$ cat src/rtl/display_pkg.sv
// ============================================================================
//  display_pkg
//  Shared segment patterns, digit geometry and the display value record.
//  Revision: 1.0  initial release
// ============================================================================
`default_nettype none

package display_pkg;

   localparam int NUM_DIGITS = 6;
   localparam int DIGIT_W    = 4;
   localparam int IDX_W      = 3;

   // Active-low, bit7 = a ... bit1 = g, bit0 = dp
   localparam logic [7:0] SEG_BLANK = 8'hFF;
   localparam logic [7:0] SEG_DASH  = 8'hFD;
   localparam logic [7:0] SEG_DIGIT [0:9] = '{
      8'h03, 8'h9F, 8'h25, 8'h0D, 8'h99,
      8'h49, 8'h41, 8'h1F, 8'h01, 8'h09
   };

   typedef struct packed {
      logic                            ovf;
      logic [NUM_DIGITS*DIGIT_W-1:0]   digits;
   } disp_val_t;

   // Digit 0 is the leftmost (most significant) nibble.
   function automatic logic [DIGIT_W-1:0] digit_at(
      input logic [NUM_DIGITS*DIGIT_W-1:0] digits,
      input logic [IDX_W-1:0]              idx
   );
      logic [DIGIT_W-1:0] r;
      r = '0;
      for (int i = 0; i < NUM_DIGITS; i++) begin
         if (idx == IDX_W'(i)) r = digits[DIGIT_W*(NUM_DIGITS-1-i) +: DIGIT_W];
      end
      return r;
   endfunction

endpackage

`default_nettype wire

$ cat src/rtl/seg_decode.sv
// ============================================================================
//  seg_decode
//  BCD digit to active-low 7-segment pattern; non-decimal codes show a dash.
//  Revision: 1.0  initial release
// ============================================================================
`default_nettype none

module seg_decode
   import display_pkg::*;
(
   input  logic [DIGIT_W-1:0] digit_i,
   input  logic               dash_i,
   output logic [7:0]         seg_o
);

   always_comb begin
      seg_o = SEG_DASH;
      if (!dash_i) begin
         for (int i = 0; i < 10; i++) begin
            if (digit_i == DIGIT_W'(i)) seg_o = SEG_DIGIT[i];
         end
      end
   end

endmodule

`default_nettype wire

$ cat src/rtl/display_scan.sv
// ============================================================================
//  display_scan
//  Six-digit multiplexed 7-segment driver with double-buffered BCD input,
//  anti-ghosting blank interval and active-low segment/anode outputs.
//  Optional: define DISPLAY_SCAN_LZB_EN for leading-zero blanking.
//  BLANK_CYC must be smaller than CLK_HZ/REFRESH_HZ.
//  Revision: 1.0  initial release
// ============================================================================
`default_nettype none

module display_scan
   import display_pkg::*;
#(
   parameter int CLK_HZ     = 50_000_000,
   parameter int REFRESH_HZ = 1000,
   parameter int BLANK_CYC  = 64
)(
   input  logic                          clk,
   input  logic                          reset,
   input  logic [NUM_DIGITS*DIGIT_W-1:0] bcd_in,
   input  logic                          load,
   input  logic                          overflow_in,
   output logic [7:0]                    seg_out,
   output logic [NUM_DIGITS-1:0]         an_out,
   output logic                          frame_done
);

   localparam int DIV   = CLK_HZ / REFRESH_HZ;
   localparam int PRE_W = (DIV > 1) ? $clog2(DIV) : 1;
   localparam logic [PRE_W-1:0] PRE_MAX   = PRE_W'(DIV - 1);
   localparam logic [PRE_W-1:0] BLANK_END = PRE_W'(BLANK_CYC);
   localparam logic [IDX_W-1:0] IDX_MAX   = IDX_W'(NUM_DIGITS - 1);

   logic [PRE_W-1:0]      prescaler_q, prescaler_d;
   logic [IDX_W-1:0]      index_q,     index_d;
   disp_val_t             shadow_q,    shadow_d;
   disp_val_t             active_q,    active_d;
   logic                  pending_q,   pending_d;
   logic [7:0]            seg_q,       seg_d;
   logic [NUM_DIGITS-1:0] an_q,        an_d;
   logic                  fd_q,        fd_d;

   logic                  wrap;
   logic                  boundary;
   logic                  in_blank;
   logic                  lz_blank;
   logic [DIGIT_W-1:0]    cur_digit;
   logic [7:0]            dec_seg;
   disp_val_t             load_val;

   assign wrap      = (prescaler_q == PRE_MAX);
   assign boundary  = wrap && (index_q == IDX_MAX);
   assign in_blank  = (prescaler_q < BLANK_END);
   assign cur_digit = digit_at(active_q.digits, index_q);
   assign load_val  = '{ovf: overflow_in, digits: bcd_in};

   seg_decode u_seg_decode (
      .digit_i (cur_digit),
      .dash_i  (active_q.ovf),
      .seg_o   (dec_seg)
   );

`ifdef DISPLAY_SCAN_LZB_EN
   // A digit is blanked while it and everything to its left is zero; the
   // rightmost digit is excluded so a zero reading still shows "0".
   always_comb begin
      logic lz_run;
      lz_run   = 1'b1;
      lz_blank = 1'b0;
      for (int i = 0; i < NUM_DIGITS-1; i++) begin
         lz_run = lz_run && (active_q.digits[DIGIT_W*(NUM_DIGITS-1-i) +: DIGIT_W] == '0);
         if (index_q == IDX_W'(i)) lz_blank = lz_run && !active_q.ovf;
      end
   end
`else
   assign lz_blank = 1'b0;
`endif

   always_comb begin
      prescaler_d = wrap ? '0 : prescaler_q + PRE_W'(1);
      index_d     = index_q;
      if (wrap) index_d = (index_q == IDX_MAX) ? '0 : index_q + IDX_W'(1);

      shadow_d  = shadow_q;
      pending_d = pending_q;
      active_d  = active_q;
      if (load) begin
         shadow_d  = load_val;
         pending_d = 1'b1;
      end
      // A load coinciding with the frame boundary bypasses the shadow.
      if (boundary) begin
         if (load) begin
            active_d  = load_val;
            pending_d = 1'b0;
         end else if (pending_q) begin
            active_d  = shadow_q;
            pending_d = 1'b0;
         end
      end

      if (in_blank) begin
         an_d  = '1;
         seg_d = SEG_BLANK;
      end else begin
         an_d  = ~(NUM_DIGITS'(1) << index_q);
         seg_d = lz_blank ? SEG_BLANK : dec_seg;
      end
      fd_d = boundary;
   end

   always_ff @(posedge clk) begin
      if (reset) begin
         prescaler_q <= '0;
         index_q     <= '0;
         shadow_q    <= '0;
         active_q    <= '0;
         pending_q   <= 1'b0;
         seg_q       <= SEG_BLANK;
         an_q        <= '1;
         fd_q        <= 1'b0;
      end else begin
         prescaler_q <= prescaler_d;
         index_q     <= index_d;
         shadow_q    <= shadow_d;
         active_q    <= active_d;
         pending_q   <= pending_d;
         seg_q       <= seg_d;
         an_q        <= an_d;
         fd_q        <= fd_d;
      end
   end

   assign seg_out    = seg_q;
   assign an_out     = an_q;
   assign frame_done = fd_q;

endmodule

`default_nettype wire

$ cat config.mk
export PLATFORM = sky130hd
export DESIGN_NAME = display_scan
export DESIGN_NICKNAME = d
export VERILOG_FILES = /design/src/rtl/display_pkg.sv /design/src/rtl/seg_decode.sv /design/src/rtl/display_scan.sv
export SDC_FILE = /design/constraint.sdc
export NUM_CORES = 1
export LEC_CHECK = 0
export ABC_AREA = 1
export CORE_AREA = 3 3 86 88
export CTS_CLUSTER_DIAMETER = 40
export CTS_CLUSTER_SIZE = 30
export DETAILED_ROUTE_END_ITERATION = 6
export DIE_AREA = 0 0 89 91
export PLACE_DENSITY = 0.76
export SLEW_MARGIN = 20
export SYNTH_ARGS = -nofsm -noshare
export SYNTH_HDL_FRONTEND = slang
export SYNTH_SLANG_ARGS = --single-unit
$ cat constraint.sdc
create_clock -name clk -period 2.1 [get_ports clk]
set_input_delay 0.21 -clock clk [delete_from_list [all_inputs] [get_ports clk]]
set_output_delay 0.21 -clock clk [all_outputs]
set_load 0.01 [all_outputs]
==> flow_summary.toml, run 1 <==
[clock_network]
postCtsSetupRepairBufs = 0
cts-root-buf = "clkbuf_8"
cts_num_sinks = 84
clk_transition_reported_paths_ns = 0.08
worst_skew_pair.late_latency_ns = 0.35
max_clock_buf_depth = 2
cts_made_buffers = 9
cts_htree_levels = 3
clock_tree_from_tritoncts = "done"

[yosys]
synth_enable_flop_cells = 0
post_synth.cell_area_avg_sq_um = 8.52
seq_area_frac_synth_pct = 46.5
most_area_consuming_cells_after_synthesis = "dfxtp_1 (47%), nor2_1 (8.7%), a211oi_2 (7.6%), mux2i_1 (6.9%), nand2_1 (5.5%)"
synth.net_count = 454
ys_types = 36
synth_seq_cells = 84
synth_largest_area_cell = "dfxtp_1"
synth_flop_cell = "dfxtp_1"
async_reset_ff_share_pct = 0
post_synth_instance_area_sq_um = 3610
synthDominantCellAreaShare_pct = 46.5
syn_inst = 424
yosysWarningCount = 0

[run]
timing.max_cap.violations = 0

[power]
ir_worst_vdd_uv = 385
power.density_cell_area_nw_per_um2 = 696
power.leakage_nw = 1.69

[layout]
antennaDiodeCount = 0
area.growth.synth_to_final_pct = 19.3
layout.nets = 492
fillerInstances = 536
layout.cells.most_common = "nor2_1"
utilization_pct = 64.2
final_cell_mix = "nor2_1 (83), dfxtp_1 (82), nand2_1 (52)"
final_layout_size_suffix_gt1_share_pct = 15.0

[place]
detailedPlacementHpwl_um = 4800
portBuffers = 41
gp_congestion = 0.875

[die]
dieArea_sq_um = 8100
core_area_sq_um = 6720
die_height_um = 91
design.portCount = 43
die-width_um = 89
initial_utilization_pct = 53.8
number_of_placement_rows = 30

[grt]
groute.layer.met3.usage_pct = 4.81
grt_start_max_net_pins = 53
grt_first_pass_wirelength_um = 11300
grtUsageTotal_pct = 17.6
use_met2_pct = 25.6
grt.overflow.total = 0
antenna_found_initial = 0
top_usage_layer = "met2"
grt_pass1_vias = 2507
groute.layer.met1.usage_pct = 24.4

[detailed_routing]
wl_per_cell_um = 12.6
routed_wl_um = 6880
via_per_inst = 5.18
ant_nets = 0
dr.pass1.iters = 4
dr.first_iter.drc_count = 155
remaining_drc_errors = 0
num_vias = 2831

[sta]
timing_limited_maximum_frequency_mhz = 512
fin_worst_skew_ns = 0.00989
fin_crit_sh_pct = 92.9
report.final.slew_viol_count = 0
setup_violations = 0
hold_viol_final = 0
rel_slew_slack_pct = 56.5
tightest_slew_ns = 0.653
post-route-min-period_ns = 1.95
final.setup.tns_ns = 0

[critical_path]
crit_path_start_kind = "flip-flop"
criticalPathCategory = "reg2reg"
required_ns = 2.33
arrival_time_worst_endpoint_ns = 2.18
critical_path_peak_fanout = 18
setup.worst_path.end_class = "flip-flop"

[worst_hold_path]
worstHoldPathType = "in2reg"

[status]
outcome = "complete, no violations"
==> cells by family after synthesis <==
logic type | share of synthesized area [%]
simple gates | 24.2
xor+xnor | 1.45
mux | 6.93
fa+ha+maj | 0.692
flops | 46.5
buf+inv | 6.86
other cells | 0.104
compound gates | 13.2
==> Yosys cell counts, types with 2 or more instances <==
library cell and count:
dfxtp_1 84, nor2_1 84, nand2_1 53, inv_1 32, mux2i_1 25, a211oi_2 22
nand3_1 22, a21oi_1 19, nand4_1 8, clkbuf_1 7, buf_2 6, buf_4 6
o21ai_1 6, xor2_1 6, inv_2 4, nor3_1 4, o21ai_0 4, or2_2 4
a211oi_1 3, nor3b_1 3, ha_1 2, nand2_2 2, nand3_2 2, nor2_2 2
nor3_2 2, nor4_1 2
==> per-layer routing <==
layer	wire length, um	part of all wire, %
met2	3020	44
met5	0	0
met4	122	1.8
met1	3390	49
met3	347	5.0
==> power breakdown <==
part	switching [W]	leakage, nW	internal (W)
sequential	0.00000955	0.684	0.00163
clock	0.000554	0.110	0.000648
combinational	0.0000850	0.893	0.0000800
total	0.000649	1.69	0.00235
==> what timing repair did <==
| item | 4_1_cts | 5_1_grt |
|---|---|---|
| setup endpoints to repair | 0 | 33 |
| resized for setup | 0 | 7 |
| hold buffers | 0 | 0 |
==> final timing paths <==
path | startpoint | end | slack [ns] | depth (start not counted)
worst min-delay path | reset | index_q[1] | 0.23 | 4
worst max-delay path | prescaler_q[0] | index_q[2] | 0.15 | 7
worst max register to register | prescaler_q[0] | index_q[2] | 0.15 | 7
worst min register to register | prescaler_q[0] | prescaler_q[0] | 0.46 | 1
==> worst max-delay path, cell delays in order (launching register included) <==
cell and delay (ns):
dfxtp_1 0.36, ha_1 0.18, nand2_1 0.06, nor2_1 0.14, inv_1 0.11, or4_1 0.57
nand2_2 0.29, o32ai_1 0.12
==> registers in the layout, indices dropped and copies added, names as in the netlist <==
register     count
pending_q        1
prescaler_q     16
an_out           6
seg_out          7
frame_done       1
active_q        25
shadow_q        25
index_q          3
==> metrics by stage <==
| step | setup slack, ns | hold WS, ns | cell area (sq um) | power (W) | instances |
|---|---|---|---|---|---|
| global placement | 0.0931 | 0.431 | 4080 | 0.00184 | 531 |
| finish | 0.149 | 0.231 | 4310 | 0.00300 | 547 |
| detailed placement | 0.0580 | 0.443 | 4080 | 0.00184 | 531 |
| global route | -0.0374 | 0.275 | 4310 | 0.00310 | 547 |
| CTS | 0.0450 | 0.226 | 4290 | 0.00303 | 547 |
| floorplan | 0.319 | 0.377 | 3610 | 0.00177 | 424 |
==> area by class of cell <==
cell class	count	area, sq um	share of cell area [%]
clock buffers	13	169	3.92
clock inverters	3	43.8	1.02
inverters	36	135	3.13
multi-input cells	284	1700	39.5
flip-flops and latches	84	1680	39.1
well taps	80	100	2.32
repair buffers	47	475	11.0
No activity file was read; power rests on OpenSTA's default activity.
==> inputs of run 2 (changes only) <==
- TNS_END_PERCENT: not set -> 100
==> results of run 2 <==
The final DEF is identical to that of run 1; final timing and power are the same.
